File: src/rtl/alu_pkg.sv
// Shared ALU types: operation encoding, flag bit positions and the request record
// presented by each requester of the shared ALU.
package alu_pkg;

    typedef enum logic [1:0] {
        ADD = 2'b00,
        SUB = 2'b01,
        AND = 2'b10,
        OR  = 2'b11
    } alu_op_e;

    localparam int FLAG_N = 3;
    localparam int FLAG_Z = 2;
    localparam int FLAG_C = 1;
    localparam int FLAG_V = 0;

    typedef struct packed {
        logic [31:0] a;
        logic [31:0] b;
        alu_op_e     ctrl;
        logic        setflags;
    } alu_req_t;

endpackage

File: src/rtl/alu.sv
// Purely combinational 32-bit ALU (ADD/SUB/AND/OR) producing {N,Z,C,V}.
// The clock input exists for interface compatibility and is not used.
module alu
    import alu_pkg::*;
(
    input  logic        clk,
    input  logic [31:0] i_a,
    input  logic [31:0] i_b,
    input  logic [1:0]  i_ctrl,
    output logic [31:0] o_result,
    output logic [3:0]  o_flags
);

    logic        w_unused_clk;
    logic [32:0] w_sum_ab;
    logic [31:0] w_diff;

    assign w_unused_clk = clk;
    assign w_sum_ab     = {1'b0, i_a} + {1'b0, i_b};
    assign w_diff       = i_a - i_b;

    always_comb begin
        o_result = '0;
        case (alu_op_e'(i_ctrl))
            ADD:     o_result = w_sum_ab[31:0];
            SUB:     o_result = w_diff;
            AND:     o_result = i_a & i_b;
            default: o_result = i_a | i_b;
        endcase
    end

    // Carry is taken from the unmodified a+b sum for both ADD and SUB.
    assign o_flags[FLAG_N] = o_result[31];
    assign o_flags[FLAG_Z] = (o_result == 32'd0);
    assign o_flags[FLAG_C] = ~i_ctrl[1] & w_sum_ab[32];
    assign o_flags[FLAG_V] = ~i_ctrl[1] & (i_a[31] ^ o_result[31])
                           & ~(i_a[31] ^ i_ctrl[0] ^ i_b[31]);

endmodule

File: src/rtl/rr_pick.sv
// Round-robin priority picker: first set bit of i_valid searched from i_last+1
// upward (mod N), returned both as one-hot grant and as an index.
module rr_pick #(
    parameter int N   = 2,
    parameter int IDW = $clog2(N)
) (
    input  logic [N-1:0]   i_valid,
    input  logic [IDW-1:0] i_last,
    output logic [N-1:0]   o_grant,
    output logic [IDW-1:0] o_idx,
    output logic           o_any
);

    always_comb begin
        o_any = 1'b0;
        o_idx = '0;
        for (int k = 1; k <= N; k++) begin
            if (!o_any && i_valid[(int'(i_last) + k) % N]) begin
                o_any = 1'b1;
                o_idx = IDW'((int'(i_last) + k) % N);
            end
        end
    end

    for (genvar gi = 0; gi < N; gi++) begin : g_grant
        assign o_grant[gi] = o_any && (o_idx == IDW'(gi));
    end

endmodule

File: src/rtl/alu_arbiter.sv
// Shares one ALU among NREQ requesters with round-robin grant, a one-cycle
// registered response and the architectural NZCV register.
module alu_arbiter
    import alu_pkg::*;
#(
    parameter int NREQ = 2,
    parameter int IDW  = $clog2(NREQ)
) (
    input  logic               clk,
    input  logic               reset,
    input  logic               stall,
    input  logic [NREQ-1:0]    req_valid,
    output logic [NREQ-1:0]    req_ready,
    input  logic [NREQ*32-1:0] req_a,
    input  logic [NREQ*32-1:0] req_b,
    input  logic [NREQ*2-1:0]  req_ctrl,
    input  logic [NREQ-1:0]    req_setflags,
    output logic               rsp_valid,
    output logic [IDW-1:0]     rsp_id,
    output logic [31:0]        rsp_result,
    output logic [3:0]         rsp_flags,
    output logic [3:0]         nzcv
);

    alu_req_t          w_reqs [NREQ];
    alu_req_t          w_sel;
    logic [NREQ-1:0]   w_valid_gated;
    logic [NREQ-1:0]   w_grant;
    logic [IDW-1:0]    w_idx;
    logic              w_any;
    logic [31:0]       w_result;
    logic [3:0]        w_flags;

    logic [IDW-1:0]    r_last;
    logic              r_rsp_valid;
    logic [IDW-1:0]    r_rsp_id;
    logic [31:0]       r_rsp_result;
    logic [3:0]        r_rsp_flags;
    logic [3:0]        r_nzcv;

    for (genvar gi = 0; gi < NREQ; gi++) begin : g_req
        assign w_reqs[gi].a        = req_a[gi*32 +: 32];
        assign w_reqs[gi].b        = req_b[gi*32 +: 32];
        assign w_reqs[gi].ctrl     = alu_op_e'(req_ctrl[gi*2 +: 2]);
        assign w_reqs[gi].setflags = req_setflags[gi];
    end

    // Reset and stall both suppress grants before arbitration.
    assign w_valid_gated = (reset || stall) ? '0 : req_valid;

    rr_pick #(
        .N   (NREQ),
        .IDW (IDW)
    ) u_pick (
        .i_valid (w_valid_gated),
        .i_last  (r_last),
        .o_grant (w_grant),
        .o_idx   (w_idx),
        .o_any   (w_any)
    );

    assign req_ready = w_grant;
    assign w_sel     = w_reqs[w_idx];

    alu u_alu (
        .clk      (clk),
        .i_a      (w_sel.a),
        .i_b      (w_sel.b),
        .i_ctrl   (w_sel.ctrl),
        .o_result (w_result),
        .o_flags  (w_flags)
    );

    always_ff @(posedge clk) begin
        if (reset) begin
            r_last       <= IDW'(NREQ - 1);
            r_rsp_valid  <= 1'b0;
            r_rsp_id     <= '0;
            r_rsp_result <= '0;
            r_rsp_flags  <= '0;
            r_nzcv       <= '0;
        end else if (w_any) begin
            r_last       <= w_idx;
            r_rsp_valid  <= 1'b1;
            r_rsp_id     <= w_idx;
            r_rsp_result <= w_result;
            r_rsp_flags  <= w_flags;
            if (w_sel.setflags) begin
                r_nzcv <= w_flags;
            end
        end else begin
            r_rsp_valid <= 1'b0;
        end
    end

    assign rsp_valid  = r_rsp_valid;
    assign rsp_id     = r_rsp_id;
    assign rsp_result = r_rsp_result;
    assign rsp_flags  = r_rsp_flags;
    assign nzcv       = r_nzcv;

endmodule
File: config.mk
export PLATFORM = sky130hd
export DESIGN_NAME = alu_arbiter
export DESIGN_NICKNAME = d
export VERILOG_FILES = /design/src/rtl/alu_pkg.sv /design/src/rtl/alu.sv /design/src/rtl/rr_pick.sv /design/src/rtl/alu_arbiter.sv
export SDC_FILE = /design/constraint.sdc
export NUM_CORES = 1
export LEC_CHECK = 0
export CAP_MARGIN = 40
export CORE_ASPECT_RATIO = 0.8
export CORE_MARGIN = 2
export CORE_UTILIZATION = 45
export DETAILED_ROUTE_END_ITERATION = 7
export PLACE_DENSITY = 0.71
export SLEW_MARGIN = 5
export SYNTH_ARGS = -nofsm -noshare
export SYNTH_HDL_FRONTEND = slang
export SYNTH_SLANG_ARGS = --single-unit
File: constraint.sdc
create_clock -name clk -period 6.1 [get_ports clk]
set_input_delay 0.61 -clock clk [delete_from_list [all_inputs] [get_ports clk]]
set_output_delay 0.61 -clock clk [all_outputs]
set_load 0.1 [all_outputs]
==> impl_metrics.env, run 1 <==
export IMPL_final_area_sq_um=10300
export IMPL_antenna_found_initial=0
export IMPL_area_delta_synth_final_pct=37.6
export IMPL_post_route_util=0.628
export IMPL_crit_path_top_delay_cell="a2111oi_0"
export IMPL_syn_mean_instance_area_sq_um=6.71
export IMPL_synth_edf_count=0
export IMPL_post_route_min_period_ns=5.57
export IMPL_netlist_area_sq_um=7480
export IMPL_p_leak_nw=4.71
export IMPL_ios=183
export IMPL_crit_required_ns=6.31
export IMPL_ys_types=89
export IMPL_ys_async_sr_fraction=0
export IMPL_power_density_nw_per_um2=168
export IMPL_synth_common_cells="nand2_1 (217), ha_1 (100), inv_1 (98), a21oi_1 (93), nor2_1 (91)"
export IMPL_synth_top_area_share=0.167
export IMPL_hold_end="rsp_result[27]$_SDFFE_PP0N_"
export IMPL_timing_rr_end="rsp_result[28]$_SDFFE_PP0N_"
export IMPL_critical_path_arrival_ns=5.78
export IMPL_n_antenna_cell=0
export IMPL_vdd_drop_max_mv=0.127
export IMPL_drc=0
export IMPL_fmax_mhz=180
export IMPL_ys_seq_area_frac=0.112
export IMPL_rsz0062_at_grt="false"
export IMPL_post_cts_buffers=0
export IMPL_core_sq_um=16400
export IMPL_rows=42
export IMPL_layout_nets=1540
export IMPL_cp_max_fo=32
export IMPL_h_tree_depth=2
export IMPL_hold_class="reg -> reg"
export IMPL_dpl_cell_area_sq_um=10100
export IMPL_wl_microns=26800
export IMPL_cp_cell_sequence="clkdlybuf4s50_1, nand2_1, nand2_4, buf_4, nand2_1, nand2_1, inv_1, ha_1, a21oi_1, a21oi_1, nor4_1, a21oi_1, nor2_1, a221oi_2, a2111oi_0, o21ai_0, a31oi_1, nand2_1, a21oi_1"
export IMPL_clk_insertion_delay_late_ns=0.28
export IMPL_status="complete, no violations"
export IMPL_worst_slack_ns=0.530
export IMPL_tightest_slew_ns=0.858
export IMPL_dp_slack_ns=0.119
export IMPL_slew_headroom=0.413
export IMPL_gp_congestion=1.04
export IMPL_combPwrFrac=0.654
export IMPL_yosys_warnings=0
export IMPL_p_seq_frac=0.176
export IMPL_pwr_share_clk=0.170
export IMPL_place_inst=1512
export IMPL_start_kind="primary input"
export IMPL_cts_root_buffer="clkbuf_16"
export IMPL_timing_rr_start="r_last$_SDFFE_PP1N_"
export IMPL_fp_dieArea_sq_um=17700
export IMPL_hold_start="rsp_result[27]$_SDFFE_PP0N_"
export IMPL_start_util=0.457
export IMPL_drt_antenna_violating_nets=0
export IMPL_vias_per_cell=5.71
export IMPL_die_x_microns=148
export IMPL_setup_tns_ns=0
export IMPL_grt_pass1_vias=7997
export IMPL_cts_buffers_inserted=5
export IMPL_final_hold_viol_count=0
export IMPL_cts_sinks=42
export IMPL_vias=8682
export IMPL_drtIter0Drc=853
export IMPL_grt_overflow=0
export IMPL_final_instance_count_excl_fill=1520
export IMPL_clk_pin_slew_ns=0.06
export IMPL_port_buffers=182
export IMPL_synth_flop_cell="dfxtp_1"
export IMPL_cts_hold_buffers_added=0
export IMPL_finalCritPeriodShare=0.913
export IMPL_grt_util_all_layers=0.296
export IMPL_cts_tree="done"
export IMPL_yosysTopAreaCell="ha_1"
export IMPL_grt_pass1_wl_microns=42400
export IMPL_crit_path_end_kind="flop"
export IMPL_max_stage_delay_ns=0.78
export IMPL_internal_power_mw=0.936
export IMPL_ff2ff_path_depth=18
export IMPL_r2r_slack_ns=1.04
export IMPL_synth_cells=1115
export IMPL_syn_nets=1356
export IMPL_clockBufferDepth=2
export IMPL_setup_viol=0
export IMPL_ys_ff_latch=42
export IMPL_synth_area_leaders="ha_1 (17%), dfxtp_1 (11%), nand2_1 (11%)"
export IMPL_whs_path_depth=2
export IMPL_critPathKind="in -> reg"
export IMPL_drv_cap=0
export IMPL_wire_per_inst_microns=17.6
export IMPL_yosysMostFrequentCell="nand2_1"
export IMPL_grt_start_max_net_pins=55
export IMPL_drive_above_1_share=0.0685
export IMPL_switchingPower_mw=0.789
export IMPL_fin_worst_skew_ns=0.00345
export IMPL_swShare=0.457
export IMPL_dp_hpwl_microns=21700
export IMPL_dr_pass1_iters=6
export IMPL_slew_violations=0
export IMPL_die_height_microns=119
==> logic make-up after synthesis <==
logic type | Yosys count | synth area share
AO/OA/AOI/OAI | 309 | 0.274
AND/OR/NAND/NOR | 426 | 0.253
adder cells (fa/ha/maj) | 102 | 0.173
multiplexers | 43 | 0.0620
flip-flops | 42 | 0.112
buffers and inverters | 160 | 0.0868
XOR/XNOR | 33 | 0.0386
==> how the worst max path moves through the flow <==
| stage | startpoint | to | slack, ns |
|---|---|---|---|
| floorplan | reset | nzcv[2]$_SDFFE_PP0P_ | 0.44 |
| global placement | req_valid[0] | rsp_flags[2]$_SDFFE_PP0N_ | 0.19 |
| detailed placement | req_valid[0] | nzcv[2]$_SDFFE_PP0P_ | 0.12 |
| CTS | req_valid[0] | rsp_flags[2]$_SDFFE_PP0N_ | 0.39 |
| global route | req_valid[0] | rsp_flags[2]$_SDFFE_PP0N_ | 0.15 |
| finish | req_valid[0] | rsp_result[28]$_SDFFE_PP0N_ | 0.53 |
==> placed cells by master, fill, tap and decap left out, drive strengths merged, types with 5 or more instances in the layout <==
cell type      instances
nand4                  6
a21o                  19
dfxtp                 42
nand2                218
xnor2                 26
and3                   9
a211oi                23
ha                   100
nor4                   8
or3                    5
xor2                   7
o31a                   5
o2111ai                5
nand3                 23
o31ai                  8
nor3                  27
o21a                  10
and2                   6
inv                   98
a221oi                 7
o211ai                21
clkdlybuf4s50        180
nor2                  91
a21oi                 94
a31oi                 10
clkbuf                 5
o22ai                  9
mux2i                 38
o21bai                 6
nand2b                 7
o21ai                 50
buf                   57
nor2b                  8
==> area by class of cell <==
class | count | area [sq um]
sequential | 42 | 841
tap | 220 | 275
multi-input combinational | 913 | 6010
clock inverter | 3 | 40.0
fill | 1515 | 6100
timing repair buffer | 237 | 2630
inverter | 100 | 375
clock buffer | 5 | 125
==> power by group through the flow <==
stage / clock [mW] / sequential (mW) / combinational, mW
4_1_cts: 0.295 / 0.304 / 1.11
2_1_floorplan: 0 / 0.425 / 0.612
3_5_place_dp: 0 / 0.309 / 1.10
3_3_place_gp: 0 / 0.308 / 1.03
6_report: 0.293 / 0.304 / 1.13
5_1_grt: 0.304 / 0.305 / 1.22
==> worst max-delay path, delay by kind of cell <==
family / cells / cell delay, ns
buffers and inverters: 3 / 1.02
AND/OR/NAND/NOR: 7 / 1.40
adder cells (fa/ha/maj): 1 / 0.39
AO/OA/AOI/OAI: 8 / 2.32
==> per-layer routing <==
layer	track usage	vias up	routed length (microns)
met2	0.455	455	11200
met4	0.0387	0	296
met5	0	-	0
met1	0.446	3913	12600
met3	0.0444	29	2660
li1	-	4285	-
==> sequential cells by signal (all words and copies together), names as in the netlist <==
register    count
rsp_result     32
nzcv            4
rsp_flags       3
r_last          1
rsp_id          1
rsp_valid       1
==> metrics by stage <==
| stage | hold slack [ns] | total power, mW |
|---|---|---|
| 2_1_floorplan | 0.521 | 1.04 |
| 3_3_place_gp | 0.440 | 1.34 |
| 3_5_place_dp | 0.447 | 1.41 |
| 4_1_cts | 0.457 | 1.71 |
| 5_1_grt | 0.474 | 1.83 |
| 6_report | 0.455 | 1.73 |
==> repair_timing <==
item | CTS | global route
setup endpoints to repair | 0 | 1
gates resized for setup | 0 | 1
hold endpoints to repair | 0 | 0
(Power assumes the default switching activity.)
==> run 2, diff against run 1 <==
Settings changed: MAX_ROUTING_LAYER set to met4, PLACE_DENSITY 0.71 to unset, PLACE_DENSITY_LB_ADDON set to 0.05.
==> run 2 against run 1 <==
Compared with the run above: clock power is 9.9% lower; combinational power hardly changed; maximum frequency is 2.5% lower; hold slack worse by 0.00062 ns; cell area is 0.24% higher.
==> impl_metrics.env, run 2 (synthesis results as in run 1) <==
export IMPL_p_leak_nw=4.72
export IMPL_crit_required_ns=6.28
export IMPL_die_height_microns=119
export IMPL_final_common_cell="nand2_1"
export IMPL_n_antenna_cell=0
export IMPL_cts_buffers_inserted=5
export IMPL_final_instance_count_excl_fill=1523
export IMPL_vias_per_cell=5.70
export IMPL_crit_path_frequent_cell="nor3_1"
export IMPL_dp_slack_ns=0.0757
export IMPL_die_x_microns=148
export IMPL_vdd_drop_max_mv=0.106
export IMPL_antenna_found_initial=0
export IMPL_gp_congestion=1.03
export IMPL_rows=42
export IMPL_core_sq_um=16400
export IMPL_final_hold_viol_count=0
export IMPL_vias=8677
export IMPL_tightest_slew_ns=0.851
export IMPL_layout_common_cells="nand2_1 (217), clkdlybuf4s50_1 (180), ha_1 (100), inv_1 (97), a21oi_1 (93)"
export IMPL_status="complete, no violations"
export IMPL_grt_pass1_vias=8120
export IMPL_fin_worst_skew_ns=0.00527
export IMPL_clockBufferDepth=2
export IMPL_h_tree_depth=2
export IMPL_timing_rr_start="r_last$_SDFFE_PP1N_"
export IMPL_ios=183
export IMPL_drtIter0Drc=844
export IMPL_grt_pass1_wl_microns=42900
export IMPL_drt_antenna_violating_nets=0
export IMPL_crit_path_end_kind="flop"
export IMPL_wire_per_inst_microns=17.7
export IMPL_finalCritPeriodShare=0.936
export IMPL_drc=0
export IMPL_grt_start_max_net_pins=55
export IMPL_worst_slack_ns=0.389
export IMPL_rsz0062_at_grt="false"
export IMPL_setup_viol=0
export IMPL_fmax_mhz=175
export IMPL_cts_root_buffer="clkbuf_16"
export IMPL_path_buf_inv=4
export IMPL_port_buffers=182
export IMPL_dr_pass1_iters=7
export IMPL_power_density_nw_per_um2=165
export IMPL_critPathKind="in -> reg"
export IMPL_hold_start="rsp_result[25]$_SDFFE_PP0N_"
export IMPL_cp_top_family="simple AND/OR/NAND/NOR gates"
export IMPL_drive_above_1_share=0.0698
export IMPL_dp_hpwl_microns=21800
export IMPL_cp_max_fo=16
export IMPL_crit_path_top_delay_cell="nor3_1"
export IMPL_cts_sinks=42
export IMPL_grt_overflow=0
export IMPL_hold_class="reg -> reg"
export IMPL_fp_dieArea_sq_um=17700
export IMPL_area_delta_synth_final_pct=37.9
export IMPL_drv_cap=0
export IMPL_post_route_min_period_ns=5.71
export IMPL_max_stage_delay_ns=0.59
export IMPL_start_kind="primary input"
export IMPL_cts_tree="done"
export IMPL_crit_start="req_valid[1]"
export IMPL_clk_insertion_delay_late_ns=0.29
export IMPL_setup_tns_ns=0
export IMPL_layout_nets=1543
export IMPL_slew_headroom=0.421
export IMPL_largest_reg_flops=32
export IMPL_grt_util_all_layers=0.307
export IMPL_slew_violations=0
export IMPL_cts_hold_buffers_added=0
export IMPL_place_inst=1515
export IMPL_post_cts_buffers=0
export IMPL_start_util=0.457
export IMPL_cp_cell_sequence="clkdlybuf4s50_1, nor3b_4, nand2_4, clkinv_1, buf_4, nand2_1, nand2_1, inv_1, ha_1, nor2_1, nand3_1, a2111oi_0, nor3_1, nor3_1, o2111ai_1, a211oi_1, nor3_1, o21ai_0, nand4b_1, o41ai_1"
export IMPL_critical_path_arrival_ns=5.89
export IMPL_clk_pin_slew_ns=0.06
export IMPL_wl_microns=27000
-- run 2: path summary, 6_finish.rpt --
kind	to	slack (ns)	cells after the start
max	nzcv[2]$_SDFFE_PP0P_	0.39	20
min	rsp_result[25]$_SDFFE_PP0N_	0.45	2
max reg2reg	nzcv[2]$_SDFFE_PP0P_	0.95	19
min reg2reg	rsp_result[25]$_SDFFE_PP0N_	0.45	2
-- run 2: metrics by stage --
step	area, sq um	hold WS (ns)	power (mW)	util
3_5_place_dp	10200	0.448	1.42	0.621
4_1_cts	10300	0.457	1.68	0.630
3_3_place_gp	9450	0.444	1.35	0.576
5_1_grt	10300	0.476	1.80	0.630
6_report	10300	0.454	1.70	0.630
2_1_floorplan	7480	0.521	1.04	-
-- run 2: per-layer routing --
layer | global-route usage | share of wire
met1 | 0.454 | 0.49
met2 | 0.456 | 0.42
met3 | 0.0345 | 0.073
met4 | 0.0512 | 0.014
met5 | - | 0
-- run 2: timing repair --
item | CTS | global route
setup endpoints to repair | 0 | 2
gates resized for setup | 0 | 1
endpoints found under the hold margin | 0 | 0
-- run 2: worst reg2reg max path, cell delays in order, from the launching register on --
cell	delay, ns
dfxtp_1	0.37
nand2_1	0.14
nand2_4	0.20
clkinv_1	0.16
buf_4	0.24
nand2_1	0.09
nand2_1	0.09
ha_1	0.23
fa_1	0.40
nor2_1	0.15
o311ai_1	0.24
a2111oi_0	0.54
nor3_1	0.16
nor3_1	0.59
o2111ai_1	0.32
a211oi_1	0.34
nor3_1	0.08
o21ai_0	0.25
nand4b_1	0.18
o41ai_1	0.27
-- run 2: area by class of cell --
type | count | area, sq um
inverter | 100 | 375
multi-input combinational | 913 | 6010
fill | 1553 | 6070
clock inverter | 2 | 13.8
timing repair buffer | 240 | 2680
sequential | 42 | 841
tap | 220 | 275
clock buffer | 6 | 129
-- run 2: power by group --
part           switching [mW]  internal, mW
clock network           0.113         0.152
registers              0.0111         0.292
logic                   0.675         0.457
==> run 3, diff against run 2 <==
Settings changed: CTS_CLUSTER_DIAMETER set to 40, SKIP_CTS_REPAIR_TIMING set to 1.
==> results of run 3 <==
No change in the layout: final DEF, timing and power equal those of run 2.
